==> src/rtl/spi_rx_packer.sv <==
// Packs pairs of SPI-received bytes into 16-bit words and queues them in a
// small FIFO; flags dropped words (overflow) and odd-length frames (frame_err).
module spi_rx_packer #(
  parameter int unsigned FIFO_DEPTH = 4,
  parameter bit          MSB_FIRST  = 1'b1
) (
  input  logic        clk,
  input  logic        rst_n,
  input  logic        cs,
  input  logic        byte_valid,
  input  logic [7:0]  byte_in,
  output logic [15:0] word_out,
  output logic        word_valid,
  input  logic        word_ready,
  output logic [4:0]  fifo_count,
  output logic        overflow,
  output logic        frame_err
);

  localparam int unsigned PTR_W   = (FIFO_DEPTH > 1) ? $clog2(FIFO_DEPTH) : 1;
  localparam logic [4:0]  DEPTH_C = 5'(FIFO_DEPTH);

  typedef enum logic [1:0] {
    IDLE    = 2'd0,
    WAIT_B0 = 2'd1,
    WAIT_B1 = 2'd2
  } state_t;

  state_t             r_state;
  state_t             w_state_nxt;
  logic [7:0]         r_hold;
  logic               w_hold_ld;
  logic               w_hold_clr;
  logic               w_push;
  logic               w_frame_err;
  logic [15:0]        w_word;

  logic [15:0]        r_mem [FIFO_DEPTH];
  logic [PTR_W-1:0]   r_wr_ptr;
  logic [PTR_W-1:0]   r_rd_ptr;
  logic [4:0]         r_count;
  logic               r_overflow;
  logic               r_frame_err;

  logic               w_pop;
  logic               w_push_acc;
  logic               w_push_drop;

  // ---------------------------------------------------------------- packer FSM
  always_ff @(posedge clk or negedge rst_n) begin
    if (!rst_n) begin
      r_state <= IDLE;
    end else begin
      r_state <= w_state_nxt;
    end
  end

  // cs high takes priority over a coincident byte_valid in every state
  always_comb begin
    w_state_nxt = r_state;
    w_hold_ld   = 1'b0;
    w_hold_clr  = 1'b0;
    w_push      = 1'b0;
    w_frame_err = 1'b0;
    unique case (r_state)
      IDLE: begin
        if (!cs) begin
          w_state_nxt = WAIT_B0;
        end
      end
      WAIT_B0: begin
        if (cs) begin
          w_state_nxt = IDLE;
        end else if (byte_valid) begin
          w_hold_ld   = 1'b1;
          w_state_nxt = WAIT_B1;
        end
      end
      WAIT_B1: begin
        if (cs) begin
          w_hold_clr  = 1'b1;
          w_frame_err = 1'b1;
          w_state_nxt = IDLE;
        end else if (byte_valid) begin
          w_push      = 1'b1;
          w_state_nxt = WAIT_B0;
        end
      end
      default: begin
        w_state_nxt = IDLE;
      end
    endcase
  end

  always_ff @(posedge clk or negedge rst_n) begin
    if (!rst_n) begin
      r_hold <= '0;
    end else if (w_hold_clr) begin
      r_hold <= '0;
    end else if (w_hold_ld) begin
      r_hold <= byte_in;
    end
  end

  assign w_word = MSB_FIRST ? {r_hold, byte_in} : {byte_in, r_hold};

  // ---------------------------------------------------------------- word FIFO
  assign w_pop       = (r_count != 5'd0) && word_ready;
  assign w_push_acc  = w_push && ((r_count < DEPTH_C) || w_pop);
  assign w_push_drop = w_push && !w_push_acc;

  always_ff @(posedge clk) begin
    if (w_push_acc) begin
      r_mem[r_wr_ptr] <= w_word;
    end
  end

  always_ff @(posedge clk or negedge rst_n) begin
    if (!rst_n) begin
      r_wr_ptr    <= '0;
      r_rd_ptr    <= '0;
      r_count     <= '0;
      r_overflow  <= 1'b0;
      r_frame_err <= 1'b0;
    end else begin
      r_overflow  <= w_push_drop;
      r_frame_err <= w_frame_err;
      if (w_push_acc) begin
        r_wr_ptr <= r_wr_ptr + 1'b1;
      end
      if (w_pop) begin
        r_rd_ptr <= r_rd_ptr + 1'b1;
      end
      if (w_push_acc && !w_pop) begin
        r_count <= r_count + 5'd1;
      end else if (w_pop && !w_push_acc) begin
        r_count <= r_count - 5'd1;
      end
    end
  end

  // Memory is not reset, so the head is masked to zero while the FIFO is empty
  assign word_valid = (r_count != 5'd0);
  assign word_out   = word_valid ? r_mem[r_rd_ptr] : '0;
  assign fifo_count = r_count;
  assign overflow   = r_overflow;
  assign frame_err  = r_frame_err;

endmodule

==> config.mk <==
export PLATFORM = sky130hd
export DESIGN_NAME = spi_rx_packer
export DESIGN_NICKNAME = d
export VERILOG_FILES = /design/src/rtl/spi_rx_packer.sv
export SDC_FILE = /design/constraint.sdc
export NUM_CORES = 1
export LEC_CHECK = 0
export CAP_MARGIN = 30
export CORE_ASPECT_RATIO = 0.8
export CORE_MARGIN = 1
export CORE_UTILIZATION = 60
export DETAILED_ROUTE_END_ITERATION = 8
export GPL_TIMING_DRIVEN = 0
export PLACE_DENSITY = 0.84
export SLEW_MARGIN = 20
export SYNTH_ARGS = -nofsm -noshare
export SYNTH_HDL_FRONTEND = slang
export SYNTH_SLANG_ARGS = --single-unit
==> constraint.sdc <==
create_clock -name clk -period 3.7 [get_ports clk]
set_input_delay 0.555 -clock clk [delete_from_list [all_inputs] [get_ports clk]]
set_output_delay 0.555 -clock clk [all_outputs]
set_load 0.005 [all_outputs]
==> impl_metrics.toml <==
[clock_network]
clk_pin_slew_ns = 0.08
cts_tree = "built"
ctsResizeCount = 0
cts-buffers-inserted = 9
cts_hold_buf = 0
htreeDepth = 3
clockBufferDepth = 2
postCtsSetupBuffers = 0
insertion_delay_ns = 0.34
root_buffer = "clkbuf_8"
cts.sinks = 85

[timing]
clock_skew_ns = 0.00682
rsz0062_at_grt = "no"
timing.final.crit_period_ns = 2.91
max_freq_mhz = 344
setup_violations = 0
worst_slew_pin_slew_ns = 0.870
relSlewSlack = 0.420
hold_viol_final = 0
slew_violations = 0
finalSetupTns_ns = 0
period_share = 0.786
worst_slack_ns = 0.793

[logic_synthesis]
yosysWarnings = 0
ys_seq_elements = 85
synthCells = 206
yosysTopAreaCell = "edfxtp_1"
synth_ff_type = "edfxtp_1"
synth_top_area_frac = 0.543
ys_seq_area_frac = 0.692
async_flop_share = 0.247
yosysUniqueCellTypes = 32
netlist_top_cells_area = "edfxtp_1 (54%), dfrtp_1 (15%), mux4_1 (5.9%)"
avgSynthCellArea_um2 = 17.2
synth-edff-count = 64
syn_area_um2 = 3540
synth.net_count = 228

[place]
dpl_cell_area_um2 = 4010
place_ws_ns = 0.456
place_inst = 321
place_hpwl_mm = 4.03
place.gp.congestion = 0.788
portBuffers = 36

[routing]
drt_first_pass_iters = 4
vias = 1909
drt_iter0_markers = 143
vias_per_cell = 5.66
wl_per_cell_um = 17.8
detail-route-antenna-nets = 0
routed_wl_mm = 6.00
drc_errors = 0

[die]
start_util = 0.637
dieArea_um2 = 6210
rows = 24
die_w_um = 87.8
core_um2 = 5560
die_h_um = 70.7
pin_count = 37

[grt]
grtUsageTotal = 0.217
grt_pass1_vias = 1850
grt_pass1_wl_mm = 9.43
grt_start_max_net_pins = 17
gr-total-overflow = 0
antenna_found_initial = 0

[layout]
final_common_cell = "edfxtp_1"
drive_gt1_frac = 0.127
fillers = 319
finalNonFillerCells = 337
insertedDiodeCount = 0
area_growth_syn_to_layout_pct = 19.6
final_cell_mix = "edfxtp_1 (64), clkdlybuf4s50_1 (36), and2_1 (21), dfrtp_1 (21), nor2_1 (14)"
design_area_um2 = 4230
nNetsFinal = 276

[critical_path]
crit_slowest_cell = "clkdlybuf4s50_1"
cp_max_fo = 7
cp_num_buf_inv = 2
worstPathArrival_ns = 3.14
critPathCaptureType = "flop"
required_ns = 3.93
critPathKind = "in -> reg"
start_kind = "primary input"
cp_top_family = "adder cells"
path_cells = "clkdlybuf4s50_1 -> and2b_1 -> nand3b_1 -> nor2_4 -> ha_1 -> inv_1 -> fa_1 -> a2111o_1 -> a21o_1 -> xnor2_1"
critPathMaxStageDelay_ns = 0.53

[pwr]
ir_drop_v = 0.000374
p_clk_frac = 0.248
power.internal_uw = 2090
pwr-share-comb = 0.320
swShare = 0.267
leakagePower_uw = 0.00151
p_seq_frac = 0.432
p_switching_uw = 760
powerDensity_nw_per_um2 = 674

[min_path]
hp-class = "in -> async"

[job]
maxCapViolations = 0

[outcome]
status = "completed"
final timing paths:
kind                               start       endpoint  slack (ns)  depth (start not counted)
setup / recovery              byte_valid  fifo_count[4]        0.79                         10
hold / removal                     rst_n     r_state[0]        0.52                          1
setup reg to reg           fifo_count[2]  fifo_count[4]        0.93                          9
hold reg to reg            fifo_count[4]  fifo_count[4]        0.53                          1
max in group asynchronous          rst_n    r_rd_ptr[0]        2.72                          2
min in group clk           fifo_count[4]  fifo_count[4]        0.53                          1
area by class of cell:
| cell class | count | area, um2 | area share |
|---|---|---|---|
| inverters | 4 | 15.0 | 0.00355 |
| well taps | 78 | 97.6 | 0.0231 |
| flip-flops and latches | 85 | 2450 | 0.578 |
| multi-input cells | 108 | 1010 | 0.240 |
| clock buffers | 10 | 128 | 0.0302 |
| clock inverters | 6 | 93.8 | 0.0222 |
| plain buffers | 9 | 61.3 | 0.0145 |
| repair buffers | 37 | 375 | 0.0887 |
stage by stage:
step            util  total power, uW  hold WS (ns)
2_1_floorplan      -             1760         0.259
3_3_place_gp   0.719             2150         0.509
3_5_place_dp   0.722             2170         0.514
4_1_cts        0.762             2870         0.523
5_1_grt        0.762             2990         0.542
6_report       0.762             2850         0.517
power by group through the flow:
stage	Clock [uW]	Combinational, uW	Sequential, uW
after floorplan	0	534	1230
after global placement	0	902	1250
after detailed placement	0	919	1250
after CTS	710	924	1230
after global routing	744	1000	1250
final	707	912	1230
kinds of logic after synthesis:
group | count (synthesis) | share of synthesized area
fa+ha+maj | 9 | 0.0340
compound gates | 26 | 0.0439
mux | 18 | 0.117
simple gates | 48 | 0.0746
buf+inv | 13 | 0.0216
flops | 85 | 0.692
xor+xnor | 7 | 0.0173
layer usage:
metal	wire length (um)	global-route usage
met1	2620	0.308
met2	2850	0.320
met3	420	0.0618
met4	107	0.0984
met5	0	0
worst register-to-register path: cells and delay by family, from the launching register on:
kind | cells | cell delay, ns
compound gates | 2 | 0.59
simple gates | 3 | 0.70
fa+ha+maj | 2 | 0.66
flops | 1 | 0.47
buf+inv | 1 | 0.13
xor+xnor | 1 | 0.12
flip-flops by register name, summed over array words and instances (netlist names):
name and count:
fifo_count 5, frame_err 1, overflow 1, r_hold 8, r_mem 64, r_rd_ptr 2, r_state 2, r_wr_ptr 2
Yosys cell counts (2+ instances only):
master	n
nand2_1	3
mux4_2	8
nand3_1	3
inv_1	4
buf_2	3
dfrtp_1	21
clkbuf_1	4
xnor2_1	7
o21ai_0	2
mux2_2	2
a21oi_1	11
o22ai_1	8
ha_1	8
nor2_1	14
and2_1	21
mux4_1	8
edfxtp_1	64
(Power assumes the default switching activity.)
